File: src/rtl/ioctl_loader_pkg.sv
// Types shared by the ioctl ROM loader: FSM states, ROM address width and write-buffer entry.
// No logic; latency and backpressure are defined by the modules that import it.
package ioctl_loader_pkg;

  localparam int ROM_AW = 17;

  typedef enum logic [1:0] {
    ST_IDLE  = 2'd0,
    ST_LOAD  = 2'd1,
    ST_DRAIN = 2'd2,
    ST_DONE  = 2'd3
  } state_t;

  typedef struct packed {
    logic [ROM_AW-1:0] addr;
    logic [7:0]        data;
  } fifo_entry_t;

endpackage

File: src/rtl/ioctl_loader_fifo.sv
// Loader write buffer: head visible combinationally, push lands one cycle later.
// Pushes while full and pops while empty are ignored; the caller owns overflow reporting.
module ioctl_loader_fifo
  import ioctl_loader_pkg::*;
#(
  parameter int DEPTH = 4
) (
  input  logic                   clk_sys,
  input  logic                   reset_n,
  input  logic                   push,
  input  fifo_entry_t            push_dat,
  input  logic                   pop,
  output fifo_entry_t            head_dat,
  output logic                   full,
  output logic                   empty,
  output logic [$clog2(DEPTH):0] count
);

  localparam int PW = $clog2(DEPTH);
  localparam logic [PW:0] FULL_CNT = (PW+1)'(DEPTH);

  fifo_entry_t   r_mem [DEPTH];
  logic [PW-1:0] r_wr_ptr;
  logic [PW-1:0] r_rd_ptr;
  logic [PW:0]   r_count;
  logic          w_push;
  logic          w_pop;

  assign full     = (r_count == FULL_CNT);
  assign empty    = (r_count == '0);
  assign count    = r_count;
  assign head_dat = r_mem[r_rd_ptr];
  assign w_push   = push && !full;
  assign w_pop    = pop && !empty;

  // Pointers are exactly PW bits wide, so they wrap modulo DEPTH on their own.
  always_ff @(posedge clk_sys or negedge reset_n) begin
    if (!reset_n) begin
      r_wr_ptr <= '0;
      r_rd_ptr <= '0;
      r_count  <= '0;
    end else begin
      if (w_push) r_wr_ptr <= r_wr_ptr + 1'b1;
      if (w_pop)  r_rd_ptr <= r_rd_ptr + 1'b1;
      case ({w_push, w_pop})
        2'b10:   r_count <= r_count + 1'b1;
        2'b01:   r_count <= r_count - 1'b1;
        default: r_count <= r_count;
      endcase
    end
  end

  always_ff @(posedge clk_sys) begin
    if (w_push) r_mem[r_wr_ptr] <= push_dat;
  end

endmodule

File: src/rtl/ioctl_loader_arb.sv
// HPS ROM download buffered into a shared memory port; video wins unless the loader starves (optional IOCTL_LOADER_CHECKSUM_EN).
// Grant/mem outputs are combinational, vid_rdata follows one cycle later; ioctl_wait asserts at FIFO_DEPTH-1 entries.
module ioctl_loader_arb
  import ioctl_loader_pkg::*;
#(
  parameter int         FIFO_DEPTH = 4,
  parameter logic [7:0] ROM_INDEX  = 8'h00,
  parameter int         STARVE_MAX = 8
) (
  input  logic              clk_sys,
  input  logic              reset_n,
  input  logic              ioctl_download,
  input  logic              ioctl_wr,
  input  logic [24:0]       ioctl_addr,
  input  logic [7:0]        ioctl_dout,
  input  logic [7:0]        ioctl_index,
  output logic              ioctl_wait,
  input  logic              vid_req,
  input  logic [ROM_AW-1:0] vid_addr,
  output logic              vid_ack,
  output logic [7:0]        vid_rdata,
  output logic [ROM_AW-1:0] mem_addr,
  output logic [7:0]        mem_wdata,
  output logic              mem_we,
  input  logic [7:0]        mem_rdata,
  output logic              loaded,
  output logic              load_done,
`ifdef IOCTL_LOADER_CHECKSUM_EN
  output logic [7:0]        checksum,
`endif
  output logic              overflow
);

  localparam int            CW       = $clog2(FIFO_DEPTH) + 1;
  localparam int            SW       = $clog2(STARVE_MAX + 1);
  localparam logic [CW-1:0] WAIT_CNT = CW'(FIFO_DEPTH - 1);
  localparam logic [SW-1:0] STARVE_C = SW'(STARVE_MAX);

  state_t        r_state;
  state_t        w_state_nxt;
  logic          w_enter_load;
  logic [SW-1:0] r_starve;
  logic          r_wait;
  logic          r_overflow;
  logic          r_load_done;
  logic          r_vid_pend;
  logic [7:0]    r_rdata_hold;
  fifo_entry_t   w_head;
  logic          w_full;
  logic          w_empty;
  logic [CW-1:0] w_count;
  logic [CW-1:0] w_count_nxt;
  logic          w_match;
  logic          w_push_req;
  logic          w_push_ok;
  logic          w_ld_gnt;
  logic          w_vid_gnt;

  assign w_match    = ioctl_download && (ioctl_index == ROM_INDEX);
  assign w_push_req = (r_state == ST_LOAD) && ioctl_wr && (ioctl_addr[24:17] == 8'h00);
  assign w_push_ok  = w_push_req && !w_full;
  assign w_ld_gnt   = !w_empty && (!vid_req || (r_starve >= STARVE_C));
  // Gating with reset_n keeps the video handshake quiet while reset is held.
  assign w_vid_gnt  = reset_n && vid_req && !w_ld_gnt;

  ioctl_loader_fifo #(.DEPTH(FIFO_DEPTH)) u_fifo (
    .clk_sys  (clk_sys),
    .reset_n  (reset_n),
    .push     (w_push_ok),
    .push_dat ({ioctl_addr[ROM_AW-1:0], ioctl_dout}),
    .pop      (w_ld_gnt),
    .head_dat (w_head),
    .full     (w_full),
    .empty    (w_empty),
    .count    (w_count)
  );

  always_comb begin
    w_state_nxt  = r_state;
    w_enter_load = 1'b0;
    case (r_state)
      ST_IDLE, ST_DONE: begin
        if (w_match) begin
          w_state_nxt  = ST_LOAD;
          w_enter_load = 1'b1;
        end
      end
      ST_LOAD:  if (!ioctl_download) w_state_nxt = ST_DRAIN;
      ST_DRAIN: if (w_empty && !w_ld_gnt) w_state_nxt = ST_DONE;
      default:  w_state_nxt = ST_IDLE;
    endcase
  end

  always_comb begin
    w_count_nxt = w_count;
    if (w_push_ok && !w_ld_gnt)      w_count_nxt = w_count + 1'b1;
    else if (!w_push_ok && w_ld_gnt) w_count_nxt = w_count - 1'b1;
  end

  // ioctl_wait is registered from next occupancy so it tracks the FIFO count cycle for cycle.
  always_ff @(posedge clk_sys or negedge reset_n) begin
    if (!reset_n) begin
      r_state      <= ST_IDLE;
      r_starve     <= '0;
      r_wait       <= 1'b0;
      r_overflow   <= 1'b0;
      r_load_done  <= 1'b0;
      r_vid_pend   <= 1'b0;
      r_rdata_hold <= 8'h00;
    end else begin
      r_state     <= w_state_nxt;
      r_wait      <= ((w_state_nxt == ST_LOAD) || (w_state_nxt == ST_DRAIN)) &&
                     (w_count_nxt >= WAIT_CNT);
      r_load_done <= (r_state == ST_DRAIN) && (w_state_nxt == ST_DONE);
      r_vid_pend  <= w_vid_gnt;
      if (r_vid_pend) r_rdata_hold <= mem_rdata;
      if (w_ld_gnt)      r_starve <= '0;
      else if (!w_empty) r_starve <= r_starve + 1'b1;
      if (w_enter_load)                r_overflow <= 1'b0;
      else if (w_push_req && w_full)   r_overflow <= 1'b1;
    end
  end

`ifdef IOCTL_LOADER_CHECKSUM_EN
  logic [7:0] r_checksum;

  always_ff @(posedge clk_sys or negedge reset_n) begin
    if (!reset_n)          r_checksum <= 8'h00;
    else if (w_enter_load) r_checksum <= 8'h00;
    else if (w_ld_gnt)     r_checksum <= r_checksum + w_head.data;
  end

  assign checksum = r_checksum;
`endif

  assign ioctl_wait = r_wait;
  assign vid_ack    = w_vid_gnt;
  assign vid_rdata  = r_vid_pend ? mem_rdata : r_rdata_hold;
  assign mem_we     = w_ld_gnt;
  assign mem_addr   = w_ld_gnt ? w_head.addr : (w_vid_gnt ? vid_addr : '0);
  assign mem_wdata  = w_ld_gnt ? w_head.data : 8'h00;
  assign loaded     = (r_state == ST_DONE);
  assign load_done  = r_load_done;
  assign overflow   = r_overflow;

endmodule

File: config.mk
export PLATFORM = sky130hd
export DESIGN_NAME = ioctl_loader_arb
export DESIGN_NICKNAME = d
export VERILOG_FILES = /design/src/rtl/ioctl_loader_pkg.sv /design/src/rtl/ioctl_loader_fifo.sv /design/src/rtl/ioctl_loader_arb.sv
export SDC_FILE = /design/constraint.sdc
export NUM_CORES = 1
export LEC_CHECK = 0
export BUFFER_PORTS_ARGS = -buffer_cell sky130_fd_sc_hd__buf_2
export CAP_MARGIN = 20
export CORE_MARGIN = 4
export CORE_UTILIZATION = 50
export CTS_CLUSTER_SIZE = 12
export DETAILED_ROUTE_END_ITERATION = 7
export PLACE_DENSITY = 0.83
export SYNTH_ARGS = -nofsm -noshare
export SYNTH_HDL_FRONTEND = slang
export SYNTH_SLANG_ARGS = --single-unit
File: constraint.sdc
create_clock -name clk_sys -period 6.3 [get_ports clk_sys]
set_input_delay 0 -clock clk_sys [delete_from_list [all_inputs] [get_ports clk_sys]]
set_output_delay 0 -clock clk_sys [all_outputs]
set_load 0.005 [all_outputs]
==> flow_summary.html <==
<table>
<tr><th>Metric</th><th>Value</th></tr>
<tr><th colspan="2">Power and ir drop</th></tr>
<tr><td>IR drop worst, VDD</td><td>0.227 mV</td></tr>
<tr><td>Logic pwr share</td><td>26.5%</td></tr>
<tr><td>Clock power share</td><td>33.3%</td></tr>
<tr><td>Internal power consumption</td><td>1.86 mW</td></tr>
<tr><td>Sw frac</td><td>29.0%</td></tr>
<tr><td>Power Density</td><td>384 nW/um^2</td></tr>
<tr><td>Sequential share of power</td><td>40.2%</td></tr>
<tr><td>Leakage power of the design</td><td>2.70 nW</td></tr>
<tr><td>Switch Pwr</td><td>0.757 mW</td></tr>
<tr><th colspan="2">CTS</th></tr>
<tr><td>Clock tree from TritonCTS</td><td>done</td></tr>
<tr><td># H-tree levels</td><td>4</td></tr>
<tr><td>Clock sink total</td><td>125</td></tr>
<tr><td>Buffers inserted by post-CTS timing repair</td><td>0</td></tr>
<tr><td>Insertion delay of the later-clocked pin in the worst-skew pair</td><td>0.51 ns</td></tr>
<tr><td>Inserted Clock Buffers</td><td>17</td></tr>
<tr><td>Post-CTS resize count</td><td>0</td></tr>
<tr><td>Maximum number of buffers from clock root to sink</td><td>2</td></tr>
<tr><td>Cell at the root of the clock tree</td><td>sky130_fd_sc_hd__clkbuf_8</td></tr>
<tr><td>CTS clk-pin slew, worst paths</td><td>0.06 ns</td></tr>
<tr><td>Count of hold buffers inserted by post-cts repair</td><td>40</td></tr>
<tr><th colspan="2">Yosys</th></tr>
<tr><td>Simple-gate area share of the yosys netlist</td><td>5.05%</td></tr>
<tr><td>Yosys Warn Count</td><td>0</td></tr>
<tr><td>Syn avg cell area</td><td>18.2 sq um</td></tr>
<tr><td>Leading cell types by count after synthesis</td><td>sky130_fd_sc_hd__edfxtp_1, sky130_fd_sc_hd__dfrtp_1, sky130_fd_sc_hd__mux4_2</td></tr>
<tr><td>Sequential element share of the synthesized area</td><td>69.4%</td></tr>
<tr><td>Netlist area before placement</td><td>5230 sq um</td></tr>
<tr><td>Fraction of synthesized cell area taken by the top area cell type</td><td>57.4%</td></tr>
<tr><td>Fraction of the mapped netlist area in compound gates</td><td>4.76%</td></tr>
<tr><td>Xor and xnor fraction of the mapped netlist area</td><td>1.51%</td></tr>
<tr><td>Most instantiated library cell after synthesis</td><td>sky130_fd_sc_hd__edfxtp_1</td></tr>
<tr><td>Cell variety after synth</td><td>38</td></tr>
<tr><td>Synthesized netlist cell count</td><td>287</td></tr>
<tr><td>Main area contributors after synthesis</td><td>sky130_fd_sc_hd__edfxtp_1, sky130_fd_sc_hd__dfrtp_1, sky130_fd_sc_hd__mux4_2</td></tr>
<tr><td>Yosys reg bits</td><td>125</td></tr>
<tr><td>Portion of netlist area occupied by mux cells</td><td>12.9%</td></tr>
<tr><td>Dominant combinational cell family by area after synthesis</td><td>multiplexers</td></tr>
<tr><td>EDFF count, synth</td><td>100</td></tr>
<tr><td>Net Count, Synth</td><td>372</td></tr>
<tr><td>Cell taking the most area after synthesis</td><td>sky130_fd_sc_hd__edfxtp_1</td></tr>
<tr><td>Synth async-reset ratio</td><td>20.0%</td></tr>
<tr><td>Adder-cell area share of the yosys netlist</td><td>3.35%</td></tr>
<tr><td>Commonest register cell after synthesis</td><td>sky130_fd_sc_hd__edfxtp_1</td></tr>
<tr><th colspan="2">STA</th></tr>
<tr><td>Setup ws final</td><td>3.72 ns</td></tr>
<tr><td>Setup TNS Final</td><td>0 ns</td></tr>
<tr><td>Final Setup Violations</td><td>0</td></tr>
<tr><td>Period utilisation layout</td><td>40.9%</td></tr>
<tr><td>Normalized max-slew margin</td><td>40.0%</td></tr>
<tr><td>Post-layout min period</td><td>2.58 ns</td></tr>
<tr><td>Count of endpoints failing hold in the final timing report</td><td>0</td></tr>
<tr><td>Final Max Slew Viols</td><td>0</td></tr>
<tr><td>Least-Margin Pin Slew</td><td>0.900 ns</td></tr>
<tr><td>Unrepaired setup endpoints after global routing</td><td>false</td></tr>
<tr><td>Worst setup skew after layout</td><td>0.00810 ns</td></tr>
<tr><td>Highest clock rate</td><td>0.388 GHz</td></tr>
<tr><th colspan="2">Worst setup path</th></tr>
<tr><td>Kind of end point of the critical path</td><td>output pin</td></tr>
<tr><td>Register-to-register setup slack</td><td>3.76 ns</td></tr>
<tr><td>Longest individual stage delay on the worst path</td><td>0.64 ns</td></tr>
<tr><td>Worst Path Required</td><td>6.30 ns</td></tr>
<tr><td>Worst Path Max Fanout</td><td>22</td></tr>
<tr><td>CP Class</td><td>reg -&gt; out</td></tr>
<tr><td>Most used cell, CP</td><td>sky130_fd_sc_hd__inv_1</td></tr>
<tr><td>FF-to-FF path depth</td><td>6</td></tr>
<tr><td>Cell breakdown of the critical path</td><td>inv_1 &gt; ha_1 &gt; nand2b_4 &gt; nand2_4 &gt; inv_1 &gt; a22o_1 &gt; buf_2</td></tr>
<tr><td>Data arrival time at the worst-slack endpoint</td><td>2.58 ns</td></tr>
<tr><td>Start of the worst register-to-register path</td><td>r_state[1]</td></tr>
<tr><td>Slowest cell on the critical path</td><td>sky130_fd_sc_hd__inv_1</td></tr>
<tr><td>Setup crit start kind</td><td>register</td></tr>
<tr><td>Capturing point of the worst reg2reg path</td><td>u_fifo.r_mem[0][19]</td></tr>
<tr><th colspan="2">Placed design</th></tr>
<tr><td>Setup slack at placement</td><td>3.76 ns</td></tr>
<tr><td>Total of buffers placed on input and output ports</td><td>109</td></tr>
<tr><td>Final Wtd Congestion</td><td>0.721</td></tr>
<tr><td>HPWL after detailed placement</td><td>6710 um</td></tr>
<tr><th colspan="2">Finish</th></tr>
<tr><td>Synthesis-to-layout area growth</td><td>30.2%</td></tr>
<tr><td>Filler cell count in the final layout</td><td>707</td></tr>
<tr><td>Number of nets in the finished design</td><td>530</td></tr>
<tr><td>Share of final-layout standard cells stronger than drive strength 1</td><td>40.0%</td></tr>
<tr><td>Antenna Diode Count</td><td>0</td></tr>
<tr><th colspan="2">Floorplan</th></tr>
<tr><td>Vertical die dimension</td><td>110 um</td></tr>
<tr><td>Overall die width</td><td>110 um</td></tr>
<tr><td>Number of standard-cell rows in the floorplan</td><td>37</td></tr>
<tr><td>Die area</td><td>12200 sq um</td></tr>
<tr><td>Starting utilization of the core area</td><td>50.9%</td></tr>
<tr><td>I/O pin count</td><td>110</td></tr>
<tr><td>Core Footprint</td><td>10300 sq um</td></tr>
<tr><th colspan="2">Worst hold path</th></tr>
<tr><td>Endpoint of the worst hold-timing path</td><td>r_state[1]</td></tr>
<tr><td>Worst hold path stage count</td><td>4</td></tr>
<tr><td>Hold path startpoint</td><td>ioctl_index[7]</td></tr>
<tr><td>Type of the most critical hold path</td><td>in -&gt; reg</td></tr>
<tr><th colspan="2">GRT</th></tr>
<tr><td>Maximum number of pins on one net before global-route repair</td><td>28</td></tr>
<tr><td>Number of antenna violations at the first check in global routing</td><td>0</td></tr>
<tr><td>Total track usage</td><td>18.9%</td></tr>
<tr><td>Wire length of the first global-routing pass</td><td>16700 um</td></tr>
<tr><td>Vias in the first global route</td><td>3310</td></tr>
<tr><td>Total grt overflow</td><td>0</td></tr>
<tr><th colspan="2">Detailed routing</th></tr>
<tr><td>Final Routed Wirelength</td><td>10800 um</td></tr>
<tr><td>Post-detailed-route wirelength per cell</td><td>18.1 um</td></tr>
<tr><td>Routed vias</td><td>3131</td></tr>
<tr><td>Antenna Nets Post-Route</td><td>0</td></tr>
<tr><td># DRC</td><td>0</td></tr>
<tr><td>Pre-Repair DR Iteration Count</td><td>4</td></tr>
<tr><td>Average vias per placed instance</td><td>5.28</td></tr>
<tr><td>First DRT Iteration DRCs</td><td>181</td></tr>
<tr><th colspan="2">Job</th></tr>
<tr><td>Max Cap Violations</td><td>0</td></tr>
<tr><th colspan="2">Outcome</th></tr>
<tr><td>Outcome</td><td>complete, no violations</td></tr>
</table>
cells in the final DEF, fill, tap and decap left out, types with 3 or more instances in the layout:
master / synthesis / layout
sky130_fd_sc_hd__dlygate4sd3_1: 0 / 40
sky130_fd_sc_hd__mux4_2: 25 / 25
sky130_fd_sc_hd__xor2_1: 3 / 3
sky130_fd_sc_hd__xnor2_1: 6 / 6
sky130_fd_sc_hd__nor4_1: 3 / 3
sky130_fd_sc_hd__mux2_2: 8 / 8
sky130_fd_sc_hd__a21oi_1: 5 / 5
sky130_fd_sc_hd__nor2b_1: 4 / 4
sky130_fd_sc_hd__clkinvlp_4: 0 / 7
sky130_fd_sc_hd__nand2_1: 6 / 6
sky130_fd_sc_hd__inv_1: 11 / 11
sky130_fd_sc_hd__nor2_1: 5 / 5
sky130_fd_sc_hd__and3_1: 8 / 8
sky130_fd_sc_hd__edfxtp_1: 100 / 100
sky130_fd_sc_hd__ha_1: 14 / 14
sky130_fd_sc_hd__clkbuf_16: 0 / 16
sky130_fd_sc_hd__and2_1: 5 / 5
sky130_fd_sc_hd__buf_4: 3 / 5
sky130_fd_sc_hd__o21ai_1: 6 / 6
sky130_fd_sc_hd__dfrtp_1: 25 / 24
sky130_fd_sc_hd__a22o_1: 17 / 17
sky130_fd_sc_hd__buf_2: 5 / 109
metrics by stage:
| step | hold slack, ns | cell area [sq um] | utilization (%) | power, mW | instances |
|---|---|---|---|---|---|
| finish | 0.0190 | 6810 | 66.2 | 2.61 | 593 |
| global route | 0.0255 | 6810 | 66.2 | 2.76 | 593 |
| CTS | 0.000616 | 6810 | 66.2 | 2.64 | 593 |
| floorplan | -0.296 | 5230 | - | 1.55 | 287 |
| global placement | 0.0355 | 5870 | 57.1 | 1.72 | 522 |
| detailed placement | 0.0422 | 5870 | 57.1 | 1.74 | 522 |
registers in the layout (all words and copies together) (netlist names):
signal and flops:
u_fifo.r_mem 100, r_rdata_hold 8, r_starve 4, u_fifo.count 3, r_state 2, u_fifo.r_rd_ptr 2
u_fifo.r_wr_ptr 2, ioctl_wait 1, load_done 1, overflow 1, r_vid_pend 1
critical path: cells and delay by family, from the launching register on:
kind | cells | cell delay, ns
compound gates | 1 | 0.26
fa+ha+maj | 1 | 0.26
buf+inv | 3 | 0.86
flops | 1 | 0.41
simple gates | 2 | 0.27
final cells by class:
class                   count  area [sq um]  area share, %
flip-flops and latches    125          3630           53.3
multi-input cells         134          1440           21.2
repair buffers            154           983           14.4
clock buffers              17           414           6.08
well taps                 136           170           2.50
clock inverters            14           121           1.78
inverters                  13          48.8          0.717
power by group through the flow:
stage	registers, mW	logic, mW	clock network (mW)
global route	1.07	0.765	0.926
CTS	1.05	0.696	0.886
global placement	1.07	0.656	0
detailed placement	1.07	0.672	0
finish	1.05	0.693	0.870
floorplan	0.992	0.554	0
kinds of logic after synthesis:
family	count (synthesis)
flops	125
simple gates	42
mux	35
compound gates	34
buf+inv	28
fa+ha+maj	14
xor+xnor	9
how the worst max path moves through the flow:
stage / endpoint / startpoint / slack [ns]
after floorplan: u_fifo.r_mem[0][0] / u_fifo.count[0] / 4.15
after global placement: u_fifo.r_mem[0][12] / u_fifo.count[0] / 3.83
after detailed placement: u_fifo.r_mem[0][18] / u_fifo.count[0] / 3.76
after CTS: mem_addr[15] / u_fifo.count[0] / 3.67
after global routing: mem_addr[2] / u_fifo.count[0] / 3.51
final: mem_addr[2] / u_fifo.count[0] / 3.72
layer usage:
| layer | wire length (um) | share of wire [%] | vias up | track usage (%) |
|---|---|---|---|---|
| li1 | - | - | 1448 | - |
| met1 | 4280 | 40 | 1568 | 23.5 |
| met2 | 5720 | 53 | 99 | 32.0 |
| met3 | 582 | 5.4 | 16 | 4.78 |
| met4 | 172 | 1.6 | 0 | 7.74 |
| met5 | 0 | 0 | - | 0 |
No activity file was read; power rests on OpenSTA's default activity.
